[config.mk]
export PLATFORM = sky130hd
export DESIGN_NAME = lsu_mem_master_flat
export DESIGN_NICKNAME = d
export VERILOG_FILES = /design/src/rtl/lsu_mem_master_if.sv /design/src/rtl/lsu_mem_master.sv /design/src/flat_wrapper.sv
export SDC_FILE = /design/constraint.sdc
export NUM_CORES = 1
export LEC_CHECK = 0
export CAP_MARGIN = 20
export CORE_ASPECT_RATIO = 1.1
export CORE_MARGIN = 2
export CORE_UTILIZATION = 54
export CTS_CLUSTER_DIAMETER = 50
export DETAILED_ROUTE_END_ITERATION = 12
export GPL_TIMING_DRIVEN = 0
export PLACE_DENSITY = 0.95
export RECOVER_POWER = 100
export SYNTH_ARGS = -nofsm -noshare
export SYNTH_HDL_FRONTEND = slang
export SYNTH_SLANG_ARGS = --single-unit
[constraint.sdc]
create_clock -name clk -period 3.2 [get_ports clk]
set_input_delay 0.48 -clock clk [delete_from_list [all_inputs] [get_ports clk]]
set_output_delay 0.48 -clock clk [all_outputs]
set_load 0.005 [all_outputs]
[src/rtl/lsu_mem_master_if.sv]
// Bundles the pipeline-side request/response signals and the data-memory port of the LSU.
// The master modport is the LSU view; the slave modport is the pipeline/memory side.
interface lsu_mem_master_if #(
  parameter int AW = 32
);
  logic          req_valid;
  logic          req_ready;
  logic          req_we;
  logic [2:0]    req_funct3;
  logic [AW-1:0] req_addr;
  logic [31:0]   req_wdata;

  logic          mem_cs_n;
  logic          mem_rd;
  logic [AW-3:0] mem_addr;
  logic [3:0]    mem_mask;
  logic [31:0]   mem_wdata;
  logic          mem_ack;
  logic [31:0]   mem_rdata;

  logic          rsp_valid;
  logic [31:0]   rsp_rdata;
  logic          rsp_err;

  modport master (
    input  req_valid, req_we, req_funct3, req_addr, req_wdata, mem_ack, mem_rdata,
    output req_ready, mem_cs_n, mem_rd, mem_addr, mem_mask, mem_wdata,
           rsp_valid, rsp_rdata, rsp_err
  );

  modport slave (
    output req_valid, req_we, req_funct3, req_addr, req_wdata, mem_ack, mem_rdata,
    input  req_ready, mem_cs_n, mem_rd, mem_addr, mem_mask, mem_wdata,
           rsp_valid, rsp_rdata, rsp_err
  );
endinterface

[src/rtl/lsu_mem_master.sv]
// Load/store initiator: one byte-addressed request at a time onto a word memory,
// splitting word-crossing accesses in two and merging/extending load data.
module lsu_mem_master #(
  parameter int AW       = 32,
  parameter bit SPLIT_EN = 1'b1
) (
  input  logic             clk,
  input  logic             reset,
  lsu_mem_master_if.master bus
);

  typedef enum logic [1:0] {S_IDLE, S_ACC0, S_ACC1, S_RESP} state_t;

  state_t        r_state, w_state_next;
  logic          r_we, r_err, r_cross;
  logic [2:0]    r_funct3;
  logic [AW-1:0] r_addr;
  logic [31:0]   r_wdata, r_buf0, r_buf1;

  logic          w_req_cross, w_req_illegal, w_req_err;
  logic [1:0]    w_off;
  logic [3:0]    w_base;
  logic [7:0]    w_lanes;
  logic [63:0]   w_wide;
  logic [31:0]   w_word, w_ext;
  logic [AW-3:0] w_addr_a, w_addr_b;

  // A request crosses into the next word when off+size exceeds 4 bytes.
  function automatic logic crosses(input logic [1:0] sz, input logic [1:0] off);
    case (sz)
      2'b00:   return 1'b0;
      2'b01:   return (off == 2'd3);
      default: return (off != 2'd0);
    endcase
  endfunction

  assign w_req_cross   = crosses(bus.req_funct3[1:0], bus.req_addr[1:0]);
  assign w_req_illegal = (bus.req_funct3 == 3'b011) || (bus.req_funct3[2:1] == 2'b11) ||
                         (bus.req_funct3[2] && bus.req_we);
  assign w_req_err     = w_req_illegal || ((SPLIT_EN == 1'b0) && w_req_cross);

  assign w_off    = r_addr[1:0];
  assign w_addr_a = r_addr[AW-1:2];
  assign w_addr_b = w_addr_a + {{(AW-3){1'b0}}, 1'b1};

  always_comb begin
    case (r_funct3[1:0])
      2'b00:   w_base = 4'b0001;
      2'b01:   w_base = 4'b0011;
      default: w_base = 4'b1111;
    endcase
  end

  // Lanes and store data laid over the 8-byte window {word A+1, word A}.
  assign w_lanes = {4'b0000, w_base} << w_off;
  assign w_wide  = {32'h0, r_wdata} << {w_off, 3'b000};
  assign w_word  = 32'({r_buf1, r_buf0} >> {w_off, 3'b000});

  always_comb begin
    case (r_funct3)
      3'b000:  w_ext = {{24{w_word[7]}}, w_word[7:0]};
      3'b001:  w_ext = {{16{w_word[15]}}, w_word[15:0]};
      3'b100:  w_ext = {24'h0, w_word[7:0]};
      3'b101:  w_ext = {16'h0, w_word[15:0]};
      default: w_ext = w_word;
    endcase
  end

  always_ff @(posedge clk or negedge reset) begin
    if (!reset) begin
      r_state  <= S_IDLE;
      r_we     <= 1'b0;
      r_err    <= 1'b0;
      r_cross  <= 1'b0;
      r_funct3 <= 3'b000;
      r_addr   <= '0;
      r_wdata  <= 32'h0;
      r_buf0   <= 32'h0;
      r_buf1   <= 32'h0;
    end else begin
      r_state <= w_state_next;
      if (r_state == S_IDLE && bus.req_valid) begin
        r_we     <= bus.req_we;
        r_funct3 <= bus.req_funct3;
        r_addr   <= bus.req_addr;
        r_wdata  <= bus.req_wdata;
        r_err    <= w_req_err;
        r_cross  <= w_req_cross;
      end
      if (r_state == S_ACC0 && !r_err && !r_we && bus.mem_ack)
        r_buf0 <= bus.mem_rdata;
      if (r_state == S_ACC1 && !r_we && bus.mem_ack)
        r_buf1 <= bus.mem_rdata;
    end
  end

  always_comb begin
    w_state_next  = r_state;
    bus.req_ready = 1'b0;
    bus.mem_cs_n  = 1'b1;
    bus.mem_rd    = 1'b1;
    bus.mem_addr  = '0;
    bus.mem_mask  = 4'b0000;
    bus.mem_wdata = 32'h0;
    bus.rsp_valid = 1'b0;
    bus.rsp_rdata = 32'h0;
    bus.rsp_err   = 1'b0;
    case (r_state)
      S_IDLE: begin
        bus.req_ready = 1'b1;
        if (bus.req_valid) w_state_next = S_ACC0;
      end
      S_ACC0: begin
        // Rejected requests spend this cycle deselected so the response timing matches a hit.
        if (r_err) begin
          w_state_next = S_RESP;
        end else begin
          bus.mem_cs_n  = 1'b0;
          bus.mem_rd    = !r_we;
          bus.mem_addr  = w_addr_a;
          bus.mem_mask  = r_we ? w_lanes[3:0] : 4'b1111;
          bus.mem_wdata = r_we ? w_wide[31:0] : 32'h0;
          if (bus.mem_ack) w_state_next = r_cross ? S_ACC1 : S_RESP;
        end
      end
      S_ACC1: begin
        bus.mem_cs_n  = 1'b0;
        bus.mem_rd    = !r_we;
        bus.mem_addr  = w_addr_b;
        bus.mem_mask  = r_we ? w_lanes[7:4] : 4'b1111;
        bus.mem_wdata = r_we ? w_wide[63:32] : 32'h0;
        if (bus.mem_ack) w_state_next = S_RESP;
      end
      S_RESP: begin
        bus.rsp_valid = 1'b1;
        bus.rsp_err   = r_err;
        bus.rsp_rdata = (r_we || r_err) ? 32'h0 : w_ext;
        w_state_next  = S_IDLE;
      end
      default: w_state_next = S_IDLE;
    endcase
  end

endmodule

[src/flat_wrapper.sv]
// flat-port wrapper written by rule: the top's interface ports become plain ports
module lsu_mem_master_flat 
#(
  parameter int AW       = 32,
  parameter bit SPLIT_EN = 1'b1
)
  (clk, reset, bus_req_valid, bus_req_we, bus_req_funct3, bus_req_addr, bus_req_wdata, bus_mem_ack, bus_mem_rdata, bus_req_ready, bus_mem_cs_n, bus_mem_rd, bus_mem_addr, bus_mem_mask, bus_mem_wdata, bus_rsp_valid, bus_rsp_rdata, bus_rsp_err);
  lsu_mem_master_if #(.AW(AW)) bus_i ();
  input  logic clk;
  input  logic reset;
  input wire logic [$bits(bus_i.req_valid)-1:0] bus_req_valid;
  input wire logic [$bits(bus_i.req_we)-1:0] bus_req_we;
  input wire logic [$bits(bus_i.req_funct3)-1:0] bus_req_funct3;
  input wire logic [$bits(bus_i.req_addr)-1:0] bus_req_addr;
  input wire logic [$bits(bus_i.req_wdata)-1:0] bus_req_wdata;
  input wire logic [$bits(bus_i.mem_ack)-1:0] bus_mem_ack;
  input wire logic [$bits(bus_i.mem_rdata)-1:0] bus_mem_rdata;
  output wire logic [$bits(bus_i.req_ready)-1:0] bus_req_ready;
  output wire logic [$bits(bus_i.mem_cs_n)-1:0] bus_mem_cs_n;
  output wire logic [$bits(bus_i.mem_rd)-1:0] bus_mem_rd;
  output wire logic [$bits(bus_i.mem_addr)-1:0] bus_mem_addr;
  output wire logic [$bits(bus_i.mem_mask)-1:0] bus_mem_mask;
  output wire logic [$bits(bus_i.mem_wdata)-1:0] bus_mem_wdata;
  output wire logic [$bits(bus_i.rsp_valid)-1:0] bus_rsp_valid;
  output wire logic [$bits(bus_i.rsp_rdata)-1:0] bus_rsp_rdata;
  output wire logic [$bits(bus_i.rsp_err)-1:0] bus_rsp_err;
  assign bus_i.req_valid = bus_req_valid;
  assign bus_i.req_we = bus_req_we;
  assign bus_i.req_funct3 = bus_req_funct3;
  assign bus_i.req_addr = bus_req_addr;
  assign bus_i.req_wdata = bus_req_wdata;
  assign bus_i.mem_ack = bus_mem_ack;
  assign bus_i.mem_rdata = bus_mem_rdata;
  assign bus_req_ready = bus_i.req_ready;
  assign bus_mem_cs_n = bus_i.mem_cs_n;
  assign bus_mem_rd = bus_i.mem_rd;
  assign bus_mem_addr = bus_i.mem_addr;
  assign bus_mem_mask = bus_i.mem_mask;
  assign bus_mem_wdata = bus_i.mem_wdata;
  assign bus_rsp_valid = bus_i.rsp_valid;
  assign bus_rsp_rdata = bus_i.rsp_rdata;
  assign bus_rsp_err = bus_i.rsp_err;
  lsu_mem_master #(.AW(AW), .SPLIT_EN(SPLIT_EN)) u_core (.clk(clk), .reset(reset), .bus(bus_i));
endmodule
==> results.cfg <==
[route]
routedWlPerCell_um = 25.91
ant_nets = 0
drc = 0
dr.pass1.iters = 8
routed_wl_mm = 30.52
drt_iter0_drc = 1601
vias_per_cell = 7.013
vias = 8261

[layout]
diodes = 0
drive_gt1_frac = 0.3174
nets = 1083
areaGrowthSynthToFinish_pct = 43.19
fin_util = 0.7911
final_area_sq_mm = 0.01138

[worst_setup_path]
cp-end-kind = output port
critPathLaunchType = flip-flop
arrival_ns = 2.89
required_ns = 2.72
crit_type = reg2out
path_max_fanout = 9

[timing]
maxSlewHeadroom = -0.1070
whs_ns = 0.5124
finClkSkew_ns = 0.01198
finalSetupTns_ns = -1.468
finalHoldViolations = 0
rsz0062_at_grt = true
fin_ws_ns = -0.1652
finalSetupViolations = 29
clock.fmax_mhz = 297.2
period_share = 1.052
tightest_slew_ns = 1.661
finalMaxSlewViolations = 29
layout_min_cycle_time_ns = 3.365

[clocking]
clk_pin_slew_ns = 0.06
numCtsBuffers = 17
root_buffer = clkbuf_16
cts_max_path_buffers = 2
clk_latency_ns = 0.44
cts_tree = yes
ctsHtreeMaxLevel = 4
clock_sinks = 128

[synthesis]
synthXorXnorAreaFrac = 0.005508
synth_mux_area_frac = 0.2978
synth-seq-cells = 128
yosys_warnings = 0
syn_area_sq_mm = 0.007950
synth_top_area_frac = 0.4029
synth_common_cells = dfrtp_1 (128), mux2_2 (128), nand2_1 (50), o21ai_0 (50), nor2_1 (41)
synth_compound_area_frac = 0.1325
netlist_instances = 726
synth_top_family_by_area = multiplexers
synth-edff-count = 0
syn_area_per_cell_sq_um = 10.95
synth-simple-area-share = 0.1119
synth-adder-area-share = 0.007869
synthFlopType = dfrtp_1
syn_nets = 835
ys_types = 56
synth_area_leaders = dfrtp_1 (40%), mux2_2 (18%), mux4_2 (8.5%)
yosysSeqAreaShare = 0.4029
ys_async_sr_fraction = 1.000
synth_area_leader_cell = dfrtp_1

[placed_design]
gp_congestion = 0.8995
hpwl_mm = 17.94
dp_worst_setup_slack_ns = -0.1933
placed_area_sq_mm = 0.01028
io_buffers = 206

[floorplanning]
die_h_um = 131.3
core_sq_mm = 0.01439
fp.dieW_um = 119.7
dieArea_sq_mm = 0.01571
start_util = 0.5525
boundaryPins = 207
row_count = 46

[power_and_ir_drop]
p_seq_frac = 0.285
power.density_mw_per_mm2 = 1062
irDropWorstVdd_uv = 610.0
power_frac_clock = 0.152
leakagePower_nw = 4.921
p_int_mw = 6.918
sw_frac_of_total = 0.4278
p_comb_frac = 0.563
power_switching_mw = 5.172

[grt]
top_usage_layer = met2
grt_pass1_vias = 7708
gr-usage-met3 = 0.08030
grt_use_met1 = 0.4372
antenna_found_initial = 0
grt_max_degree = 102
grt_use_total = 0.3478
grtUsageMet2 = 0.5444
grt_pass1_wl_mm = 42.22
overflow = 0

[job]
drv_cap = 1

[status]
status = finished, violations left
violations = capacitance limit, slew limit, setup timing

[min_path]
min_path_type = reg2reg
==> worst paths after layout <==
check                             startpoint           endpoint  slack, ns  depth (start not counted)
min in group asynchronous              reset  u_core.r_buf0[28]       1.02                          2
setup reg to reg           u_core.r_state[1]  u_core.r_buf1[13]       0.70                          6
setup / recovery           u_core.r_addr[11]   bus_mem_addr[27]      -0.17                          9
hold / removal              u_core.r_buf0[1]   u_core.r_buf0[1]       0.51                          1
hold reg to reg             u_core.r_buf0[1]   u_core.r_buf0[1]       0.51                          1
max in group asynchronous              reset  u_core.r_addr[17]       0.44                          3
==> power by group through the flow <==
stage | logic (mW) | clock network (mW) | registers [mW]
floorplan | 3.88 | 0 | 3.00
global route | 7.11 | 1.90 | 3.50
detailed placement | 5.79 | 0 | 3.28
CTS | 6.07 | 1.81 | 3.29
global placement | 5.59 | 0 | 3.20
finish | 6.80 | 1.84 | 3.45
==> layer usage <==
metal,up-vias,share of wire
met5,-,0
met4,0,0.088
met3,301,0.13
met2,886,0.45
met1,3862,0.33
li1,3212,-
==> timing repair <==
item / in CTS / in global routing
hold endpoints to repair: 27 / 0
hold buffers: 1 / 0
pin swaps: 4 / 7
gates cloned: 0 / 1
endpoints found under the setup margin: 93 / 86
buffers inserted: 7 / 19
resized for setup: 53 / 73
==> cells by family after synthesis <==
logic type	count (synthesis)
simple gates	167
fa+ha+maj	5
compound gates	159
flops	128
buf+inv	79
mux	183
xor+xnor	5
==> registers in the layout, indices dropped and copies added, names as in the netlist <==
| signal | cells |
|---|---|
| u_core.r_cross | 1 |
| u_core.r_err | 1 |
| u_core.r_funct3 | 3 |
| u_core.r_addr | 32 |
| u_core.r_wdata | 32 |
| u_core.r_state | 2 |
| u_core.r_buf1 | 24 |
| u_core.r_buf0 | 32 |
| u_core.r_we | 1 |
==> through the flow <==
step	power, mW	instances
global placement	8.789	1124
detailed placement	9.073	1125
global route	12.51	1178
finish	12.09	1178
CTS	11.17	1159
floorplan	6.879	726
==> cell usage in the layout (no fill, tap or decap), types with 6 or more instances in the layout <==
| cell type | netlist | layout |
|---|---|---|
| clkdlybuf4s50_1 | 0 | 186 |
| mux2_2 | 128 | 126 |
| dfrtp_1 | 128 | 119 |
| o21ai_0 | 50 | 47 |
| nand2_1 | 50 | 44 |
| nor2_1 | 41 | 34 |
| mux4_2 | 30 | 30 |
| buf_4 | 2 | 28 |
| mux2i_1 | 25 | 24 |
| inv_1 | 26 | 23 |
| clkbuf_1 | 32 | 21 |
| a21oi_1 | 20 | 18 |
| a22oi_1 | 18 | 18 |
| clkbuf_16 | 0 | 18 |
| dlymetal6s2s_1 | 0 | 17 |
| nand3_1 | 18 | 14 |
| o21ai_2 | 10 | 12 |
| and3_1 | 10 | 10 |
| a31oi_1 | 10 | 10 |
| and2_1 | 12 | 10 |
| dfrtp_2 | 0 | 9 |
| clkbuf_4 | 0 | 8 |
| o22a_1 | 8 | 8 |
| buf_2 | 15 | 7 |
| nand4_1 | 7 | 7 |
| a32o_1 | 7 | 7 |
| clkbuf_2 | 0 | 6 |
| clkinv_2 | 0 | 6 |
==> worst max-delay path, cell delays in order (launching register included) <==
cell	delay, ns
dfrtp_1	0.33
buf_4	0.17
nand4_4	0.11
nor4_4	0.27
buf_4	0.20
nand3_4	0.13
buf_4	0.19
o311ai_0	0.58
o41ai_2	0.27
dlymetal6s2s_1	0.22
==> area by class of cell <==
type	count	area, sq um
Inverter	26	97.59
Tap cell	192	240.2
Fill cell	735	3005
Timing Repair Buffer	235	2366
Clock buffer	24	481.7
Buffer	47	289.0
Clock inverter	7	60.06
Multi-Input combinational cell	519	4634
Sequential cell	128	3214
(Power assumes the default switching activity.)
